File: src/rtl/cdb_broadcaster_pkg.sv
// Shared types and constants for the common data bus producer.
// Tag 0 is reserved to mean "no broadcast".
package cdb_broadcaster_pkg;

    localparam int unsigned CDB_NUM_FU = 4;
    localparam int unsigned XLEN       = 32;
    localparam int unsigned TAG_W      = 4;
    localparam int unsigned ROB_SZ     = (1 << TAG_W) - 1;

    typedef logic [TAG_W-1:0] rob_tag_t;
    typedef logic [XLEN-1:0]  cdb_value_t;

    // One buffered functional-unit result
    typedef struct packed {
        rob_tag_t   rob_tag;
        cdb_value_t value;
    } fu_result_t;

    // Broadcast payload seen by ROB, reservation stations and map table
    typedef struct packed {
        logic       valid;
        rob_tag_t   rob_tag;
        cdb_value_t value;
    } cdb_packet_t;

endpackage

File: src/rtl/cdb_fu_fifo.sv
// Two-entry per-FU result FIFO with occupancy count; flush empties it.
// Head, ready and nonempty are combinational views of registered state.
module cdb_fu_fifo
    import cdb_broadcaster_pkg::*;
(
    input  logic       clock,
    input  logic       reset,
    input  logic       flush,
    input  logic       push,
    input  logic       pop,
    input  fu_result_t din,
    output fu_result_t head_c,
    output logic       ready_c,
    output logic       nonempty_c
);

    logic [1:0] count;
    logic       head_ptr;
    logic       tail_ptr;
    fu_result_t mem [2];

    assign ready_c    = (count != 2'd2);
    assign nonempty_c = (count != 2'd0);
    assign head_c     = mem[head_ptr];

    // Occupancy and pointers; push+pop together leaves count unchanged
    always_ff @(posedge clock or posedge reset) begin
        if (reset) begin
            count    <= 2'd0;
            head_ptr <= 1'b0;
            tail_ptr <= 1'b0;
        end else if (flush) begin
            count    <= 2'd0;
            head_ptr <= 1'b0;
            tail_ptr <= 1'b0;
        end else begin
            if (push) tail_ptr <= ~tail_ptr;
            if (pop)  head_ptr <= ~head_ptr;
            unique case ({push, pop})
                2'b10:   count <= count + 2'd1;
                2'b01:   count <= count - 2'd1;
                default: count <= count;
            endcase
        end
    end

    // Payload storage needs no reset; count guards visibility
    always_ff @(posedge clock) begin
        if (push && !flush) mem[tail_ptr] <= din;
    end

endmodule

File: src/rtl/cdb_broadcaster.sv
// Common data bus producer: per-FU 2-entry FIFOs, round-robin arbiter, registered broadcast.
// Optional CDB_SQUASH_EN makes the squash input flush all FIFOs and the bus.
module cdb_broadcaster
    import cdb_broadcaster_pkg::*;
#(
    parameter int unsigned NUM_FU = CDB_NUM_FU
) (
    input  logic                         clock,
    input  logic                         reset,
    input  logic [NUM_FU-1:0]            fu_valid,
    input  logic [NUM_FU-1:0][TAG_W-1:0] fu_rob_tag,
    input  logic [NUM_FU-1:0][XLEN-1:0]  fu_value,
    output logic [NUM_FU-1:0]            fu_ready,
    input  logic                         squash,
    output logic                         cdb_valid,
    output logic [TAG_W-1:0]             cdb_rob_tag,
    output logic [XLEN-1:0]              cdb_value
);

    localparam int unsigned PTR_W = (NUM_FU > 1) ? $clog2(NUM_FU) : 1;

    logic flush;
`ifdef CDB_SQUASH_EN
    assign flush = squash;
`else
    logic unused_squash;
    assign flush         = 1'b0;
    assign unused_squash = squash;
`endif

    logic [NUM_FU-1:0] push;
    logic [NUM_FU-1:0] pop;
    logic [NUM_FU-1:0] nonempty;
    fu_result_t        din  [NUM_FU];
    fu_result_t        head [NUM_FU];

    // Tag-0 offers complete the handshake but are never stored
    for (genvar gi = 0; gi < NUM_FU; gi++) begin : g_fu
        assign push[gi] = fu_valid[gi] && fu_ready[gi] && (fu_rob_tag[gi] != '0);
        assign din[gi]  = '{rob_tag: fu_rob_tag[gi], value: fu_value[gi]};

        cdb_fu_fifo u_fifo (
            .clock      (clock),
            .reset      (reset),
            .flush      (flush),
            .push       (push[gi]),
            .pop        (pop[gi]),
            .din        (din[gi]),
            .head_c     (head[gi]),
            .ready_c    (fu_ready[gi]),
            .nonempty_c (nonempty[gi])
        );
    end

    logic [PTR_W-1:0] rr_ptr;
    logic [PTR_W-1:0] rr_next;
    logic [PTR_W-1:0] grant_idx;
    logic             grant_valid;
    int unsigned      idx;
    cdb_packet_t      cdb_q;
    cdb_packet_t      cdb_next;

    // Round-robin search starting at rr_ptr over nonempty FIFOs
    always_comb begin
        grant_valid = 1'b0;
        grant_idx   = '0;
        idx         = 0;
        for (int unsigned k = 0; k < NUM_FU; k++) begin
            idx = (32'(rr_ptr) + k) % NUM_FU;
            if (!grant_valid && nonempty[PTR_W'(idx)]) begin
                grant_valid = 1'b1;
                grant_idx   = PTR_W'(idx);
            end
        end
    end

    always_comb begin
        pop      = '0;
        rr_next  = rr_ptr;
        cdb_next = '0;
        if (grant_valid) begin
            pop[grant_idx]   = 1'b1;
            rr_next          = PTR_W'((32'(grant_idx) + 1) % NUM_FU);
            cdb_next.valid   = 1'b1;
            cdb_next.rob_tag = head[grant_idx].rob_tag;
            cdb_next.value   = head[grant_idx].value;
        end
    end

    // Broadcast register and arbitration pointer
    always_ff @(posedge clock or posedge reset) begin
        if (reset) begin
            rr_ptr <= '0;
            cdb_q  <= '0;
        end else if (flush) begin
            rr_ptr <= '0;
            cdb_q  <= '0;
        end else begin
            rr_ptr <= rr_next;
            cdb_q  <= cdb_next;
        end
    end

    assign cdb_valid   = cdb_q.valid;
    assign cdb_rob_tag = cdb_q.rob_tag;
    assign cdb_value   = cdb_q.value;

endmodule

File: config.mk
export PLATFORM = sky130hd
export DESIGN_NAME = cdb_broadcaster
export DESIGN_NICKNAME = d
export VERILOG_FILES = /design/src/rtl/cdb_broadcaster_pkg.sv /design/src/rtl/cdb_fu_fifo.sv /design/src/rtl/cdb_broadcaster.sv
export SDC_FILE = /design/constraint.sdc
export NUM_CORES = 1
export LEC_CHECK = 0
export BUFFER_PORTS_ARGS = -buffer_cell sky130_fd_sc_hd__buf_2
export CAP_MARGIN = 10
export CELL_PAD_IN_SITES_DETAIL_PLACEMENT = 0
export CELL_PAD_IN_SITES_GLOBAL_PLACEMENT = 1
export CORE_ASPECT_RATIO = 0.7
export CORE_MARGIN = 2
export CORE_UTILIZATION = 40
export CTS_CLUSTER_DIAMETER = 40
export DETAILED_ROUTE_END_ITERATION = 10
export PLACE_DENSITY = 0.75
export SYNTH_ARGS = -nofsm -noshare
export SYNTH_HDL_FRONTEND = slang
export SYNTH_SLANG_ARGS = --single-unit
File: constraint.sdc
create_clock -name clock -period 3.7 [get_ports clock]
set_input_delay 0.74 -clock clock [delete_from_list [all_inputs] [get_ports clock]]
set_output_delay 0.74 -clock clock [all_outputs]
set_load 0.03 [all_outputs]
; ---- After elaboration in Yosys (flattened, before gate mapping)
; Memories as Yosys holds them, arrays and structs flattened.
; Cells that the tools add are included.
; Widths: inputs -> output; s select.
[word_totals]
ram_bits = 288
mem_count = 4
input_bits = 151
register_bits = 55
output_inout_bits = 41
[memory_table]
columns = memory, words, word_bits, read_ports, rd_clocked_by_memory_dff, write_ports, line
row1 = g_fu[0].u_fifo.mem, 2, 36, 1, 0, 1, cdb_fu_fifo.sv:20  ; fu_result_t mem [2];
row2 = g_fu[1].u_fifo.mem, 2, 36, 1, 0, 1, cdb_fu_fifo.sv:20
row3 = g_fu[2].u_fifo.mem, 2, 36, 1, 0, 1, cdb_fu_fifo.sv:20
row4 = g_fu[3].u_fifo.mem, 2, 36, 1, 0, 1, cdb_fu_fifo.sv:20
[classes]
n_reduce_logical = 27
add_sub_neg = 12
n_bitwise = 9
eq_ne = 12
muxes = 35
n_lt_le_gt_ge = 7
[ops]
columns = operator, count
row1 = $bmux 36 s2, 1
row2 = $mux 36, 2
row3 = $mux 37, 1
row4 = $mux 1, 17
row5 = $pmux 2 s2, 4
row6 = $reduce_bool 2->1, 8
row7 = $reduce_bool 4->1, 4
row8 = $lt 2x3->1 const B, 5
row9 = $add 2x1->2 const B, 6
row10 = $logic_and 1x1->1, 12
row11 = $bmux 1 s2, 4
row12 = $eq 2x1->1 const B, 4
row13 = $eq 2x2->1 const B, 4
row14 = $mux 2, 4
row15 = $ne 2x2->1 const B, 4
row16 = $not 1->1, 8
row17 = $sub 2x1->2 const B, 4
row18 = $add 2x2->2 const B, 2
row19 = $mux 4, 1
row20 = $ge 3x3->1 const B, 1
row21 = $logic_not 1->1, 3
row22 = $not 2->3, 1
row23 = $demux 1 s2, 1
row24 = $ge 2x1->1 const B, 1

; ---- Depth between registers and ports, before layout
[logic_depth]
word_depth = 20
depth_mapped = 10
ltp_nobuf = 8

; ---- Cells and area by module
; From an unflattened synthesis, not the netlist that was laid out.
[hier_totals]
cells_unflattened = 739
hier_area_um2 = 14292.5
[by_module_without_submodules]
columns = module, seq_area_each_um2, cells_each, instances, area_per_inst_um2
row1 = cdb_fu_fifo, 2262.2, 134, 4, 2950.3
row2 = cdb_broadcaster, 975.9, 203, 1, 2491.1

; ---- Worst setup path before layout
; Ideal clock, no wire load.
[synth_path]
path_type = input to register
startpoint = input fu_rob_tag[8] (netlist name)
endpoint = memory g_fu[2].u_fifo.mem[0][0] (netlist name) (enable)
slack_ps = 750
n_path_buf = 0
stages = 3
t_arrival_ps = 2521
path_cell_list = or4_1 > nand3_1 > nor2_1
[synth_between]
elab_chain_len = 4
[synth_rtl]
columns = item, line
row1 = start: declaration, cdb_broadcaster.sv:11  ; input logic [NUM_FU-1:0][TAG_W-1:0] fu_rob_tag,
row2 = $reduce_bool 4->1, cdb_broadcaster.sv:39  ; assign push[gi] = fu_valid[gi] && fu_ready[gi] && (fu_rob_tag[gi] != '0);
row3 = $logic_and 1x1->1, cdb_broadcaster.sv:39
row4 = $mux 1, cdb_fu_fifo.sv:49  ; if (push && !flush) mem[tail_ptr] <= din;
row5 = $mux 1 (not written as such), cdb_fu_fifo.sv:49
row6 = end: declaration, cdb_fu_fifo.sv:20
; No other way between the ends.

; ---- Worst setup path after layout
[layout_path]
startpoint = register g_fu[2].u_fifo.count[0]
endpoint = register g_fu[0].u_fifo.count[1]
[layout_between]
elab_chain_len = 20
elab_cells_between_ends = 33
cone_classes = 2 x order compare / 2 x eq/ne / 20 x mux / 9 x reduce/logical
[layout_rtl]
columns = item, line
row1 = start: declaration, cdb_fu_fifo.sv:17  ; logic [1:0] count;
row2 = start signal: assignment, cdb_fu_fifo.sv:40  ; 2'b10: count <= count + 2'd1;
row3 = start signal: assignment, cdb_fu_fifo.sv:41  ; 2'b01: count <= count - 2'd1;
row4 = start signal: assignment, cdb_fu_fifo.sv:42  ; default: count <= count;
row5 = $reduce_bool 2->1 (*), cdb_fu_fifo.sv:23  ; assign nonempty_c = (count != 2'd0);
row6 = $bmux 1 s2, cdb_broadcaster.sv:70  ; if (!grant_valid && nonempty[PTR_W'(idx)]) begin
row7 = $mux 1 (not written as such), cdb_broadcaster.sv:70
row8 = $mux 1, cdb_broadcaster.sv:70
row9 = $logic_not 1->1, cdb_broadcaster.sv:70
row10 = $logic_and 1x1->1, cdb_broadcaster.sv:70
row11 = $mux 1, cdb_broadcaster.sv:70
row12 = $logic_not 1->1, cdb_broadcaster.sv:70
row13 = [... 5 more ...], --
row14 = $lt 2x3->1 (not written as such) / $ge 2x1->1 (equally long branches), cdb_broadcaster.sv:82  ; pop[grant_idx] = 1'b1;
row15 = $logic_and 1x1->1 (not written as such), cdb_broadcaster.sv:82
row16 = $mux 1 (not written as such), cdb_broadcaster.sv:82
row17 = $demux 1 s2, cdb_broadcaster.sv:82
row18 = $mux 4 (*), cdb_broadcaster.sv:81  ; if (grant_valid) begin
row19 = named net g_fu[0].u_fifo.pop, cdb_fu_fifo.sv:10  ; input logic pop,
row20 = $eq 2x1->1 / $eq 2x2->1 (equally long branches), cdb_fu_fifo.sv:39  ; unique case ({push, pop})
row21 = $pmux 2 s2 / $reduce_bool 2->1 (equally long branches), --
row22 = end signal: assignment, cdb_fu_fifo.sv:40
row23 = end signal: assignment, cdb_fu_fifo.sv:41
row24 = end signal: assignment, cdb_fu_fifo.sv:42
row25 = end: declaration, cdb_fu_fifo.sv:17
; The timed path passes the listed nets; every way through them passes the cells marked *. The select of a mux whose other input is x is not followed.
; A chain may end at the register's enable or synchronous reset.

==> metrics <==
IO Pins 192; Synth cell types 36; first-pass GRT wire length 49.83 mm; GRT Util Overall about 20%; total power draw ~15 mW; Yosys warning total 0; DIE HEIGHT 157.5 um; vias in the first global route 7858; Routed WL 34.31 mm; worst-path cell chain nor2_1 > o21ai_0 > o2bb2ai_4 > nor3b_2 > ha_1 > nor2_1 > xor2_1; Max Freq about 360 MHz; Setup Fix Bufs, Post-CTS 0; Setup TNS Final 0 ps; commonest cells after routing, fill and taps aside edfxtp_1 (288), buf_2 (190), mux2i_1 (108), o21ai_0 (66), mux2_2 (64); FILL cells about 2800; Final ANT Viol Nets 0; Final nets 1127; GR Overflow Total 0; RSZ-0062 raised after global routing false; largest net degree at the start of global routing 43; Max Used Layer met5; multi-input logic area 3299 sq um; Final GP Congestion 0.7507; port bufs 190; Syn Nets 920; clock sink total 343; initial antenna violation count 9; cell leakage power 6.155 nW; Reg area 10030 sq um; Worst-path clk slew 60 ps; syn avg cell area 17.59 sq um; Clk Tree Root Cell clkbuf_16; outcome complete, no violations; setup violators final 0; Synth Instances 765; DR WL met2 between 15 and 20 mm; Final Hold Fails 0; worst slew pin tran 1234 ps; share of layout cells above drive strength 1 36.89%; Setup Skew 17.12 ps; WL/cell approximately 24 um; Non-Filler Instances 1442; crit share post-route 75.44%; final number of max-transition violations 0; # DRC 0; initial core utilization 40.44%; # rows 56; chip width 223.2 um; max-cap viol count 0; Critical Path Fanout Max 17; placed cells 1365; data arrival time of the worst path 3250 ps; DP HPWL around 22 mm; CP Launch Type flip-flop; WL met3 2.740 mm; CP most frequent cell nor2_1; H-tree depth 2; register area share after synthesis 74.49%; CTS tree yes; Area Growth Syn to Fin 21.60%; CP Class flip-flop to flip-flop; Critical-path top delay cell nor2_1; Metal-1 WL between 15 and 20 mm; cell area after synthesis between 10000 and 15000 sq um; post-synthesis register bit count 343; Worst Setup Slack, final 908.8 ps; Die ar. 35150 sq um; CTS buffer count 40; via count about 7700; top_reg_cell synth edfxtp_1; CP max stage delay between 500 and 600 ps; Hold Crit Class input pin to async pin; Max clock buf depth 3; Worst VDD drop 0.4851 mV; Req. time, crit path ~4200 ps; Core Area 33280 sq um; post-cts resize count 0; Period minus WS final 2791 ps; max_slew headroom between 15 and 20%; CTS Hold Bufs 0; worst slack, placed 807.1 ps; commonest non-fill, non-tap cell in the layout edfxtp_1; Post-synth EDFFs approximately 290; PD cells 939.9 nW/um^2; DR vias/cell approximately 5.3; first drt pass iteration count 6; 1st-iter DRT viols 764; Synth async-reset ratio 16.03%; clock latency on the worst-skew pair 530 ps; crit path capture type flip-flop
-- stage by stage --
stage                     area (sq um)  utilization (%)  hold slack, ps
after CTS                        16350            49.14           368.3
after floorplan                  13460                -           468.1
after global placement           15030            45.17           507.3
after detailed placement         15030            45.17           514.5
after global routing             16360            49.15           368.2
final                            16360            49.17           376.0
-- synth_stat cells, types with 4 or more instances --
library cell	number	share of area, %
ha_1	4	0.37
mux2_4	7	0.78
mux2_2	64	5.4
a21oi_1	4	0.15
nor2_1	19	0.53
nand2b_1	4	0.19
nand2_1	4	0.11
o21ai_1	11	0.41
o21ai_0	66	2.5
buf_4	4	0.22
buf_2	15	0.56
buf_1	4	0.11
xnor2_1	12	0.78
mux2i_1	108	8.0
or4_1	4	0.22
clkbuf_1	21	0.59
a222oi_1	36	2.7
inv_1	7	0.20
dfrtp_1	55	10
nand3_1	4	0.15
edfxtp_1	288	64
xor2_1	8	0.52
-- sequential cells by signal, summed over array words and instances (netlist names) --
register,cells
g_fu.u_fifo.mem,288
cdb_value,32
g_fu.u_fifo.count,8
cdb_rob_tag,4
g_fu.u_fifo.head_ptr,4
g_fu.u_fifo.tail_ptr,4
rr_ptr,2
cdb_valid,1
-- cell type report --
class	instances	area share (%)
flip-flops and latches	343	61.29
well taps	435	3.326
diodes	4	0.06117
clock buffers	47	6.407
inverters	7	0.1682
repair buffers	211	6.927
clock inverters	26	1.659
multi-input cells	369	20.16
-- report_power, final --
group | switching, mW | total [mW] | internal [mW]
clock network | 1.56 | 3.90 | 2.33
logic | 3.21 | 5.45 | 2.24
registers | 0.673 | 6.03 | 5.36
-- worst max-delay path, delay by kind of cell (launching register included) --
family	cells	cell delay (ps)
fa+ha+maj	1	300
simple gates	3	1050
xor+xnor	1	140
flops	1	440
compound gates	2	780
-- path summary, 6_finish.rpt --
| path | from | to | slack, ps | depth (start not counted) |
|---|---|---|---|---|
| max | g_fu[2].u_fifo.count[0] | g_fu[0].u_fifo.count[1] | 910 | 7 |
| min | reset | cdb_value[29] | 380 | 2 |
| max reg2reg | g_fu[2].u_fifo.count[0] | g_fu[0].u_fifo.count[1] | 910 | 7 |
| min reg2reg | g_fu[1].u_fifo.count[1] | g_fu[1].u_fifo.count[1] | 520 | 1 |
| max in group asynchronous | reset | g_fu[2].u_fifo.head_ptr | 2530 | 3 |
| min in group clock | fu_value[91] | g_fu[2].u_fifo.mem[1][27] | 400 | 1 |
-- metal layers --
| layer | GRT usage, % | vias up |
|---|---|---|
| met1 | 26.68 | 3898 |
| met3 | 4.853 | 64 |
| met4 | 4.219 | 10 |
| met5 | 0 | - |
| li1 | - | 3459 |
| met2 | 31.79 | 281 |
-- cell families after synthesis --
logic type,share of synthesized area (%)
buffers and inverters,1.841
DFF,74.49
adders and majority gates,0.3719
xor gates and xnor gates,1.302
and+or+nand+nor,1.562
AOI/OAI and AO/OA,6.183
muxes,14.25
Note: power is estimated with default switching activity, not from simulation.
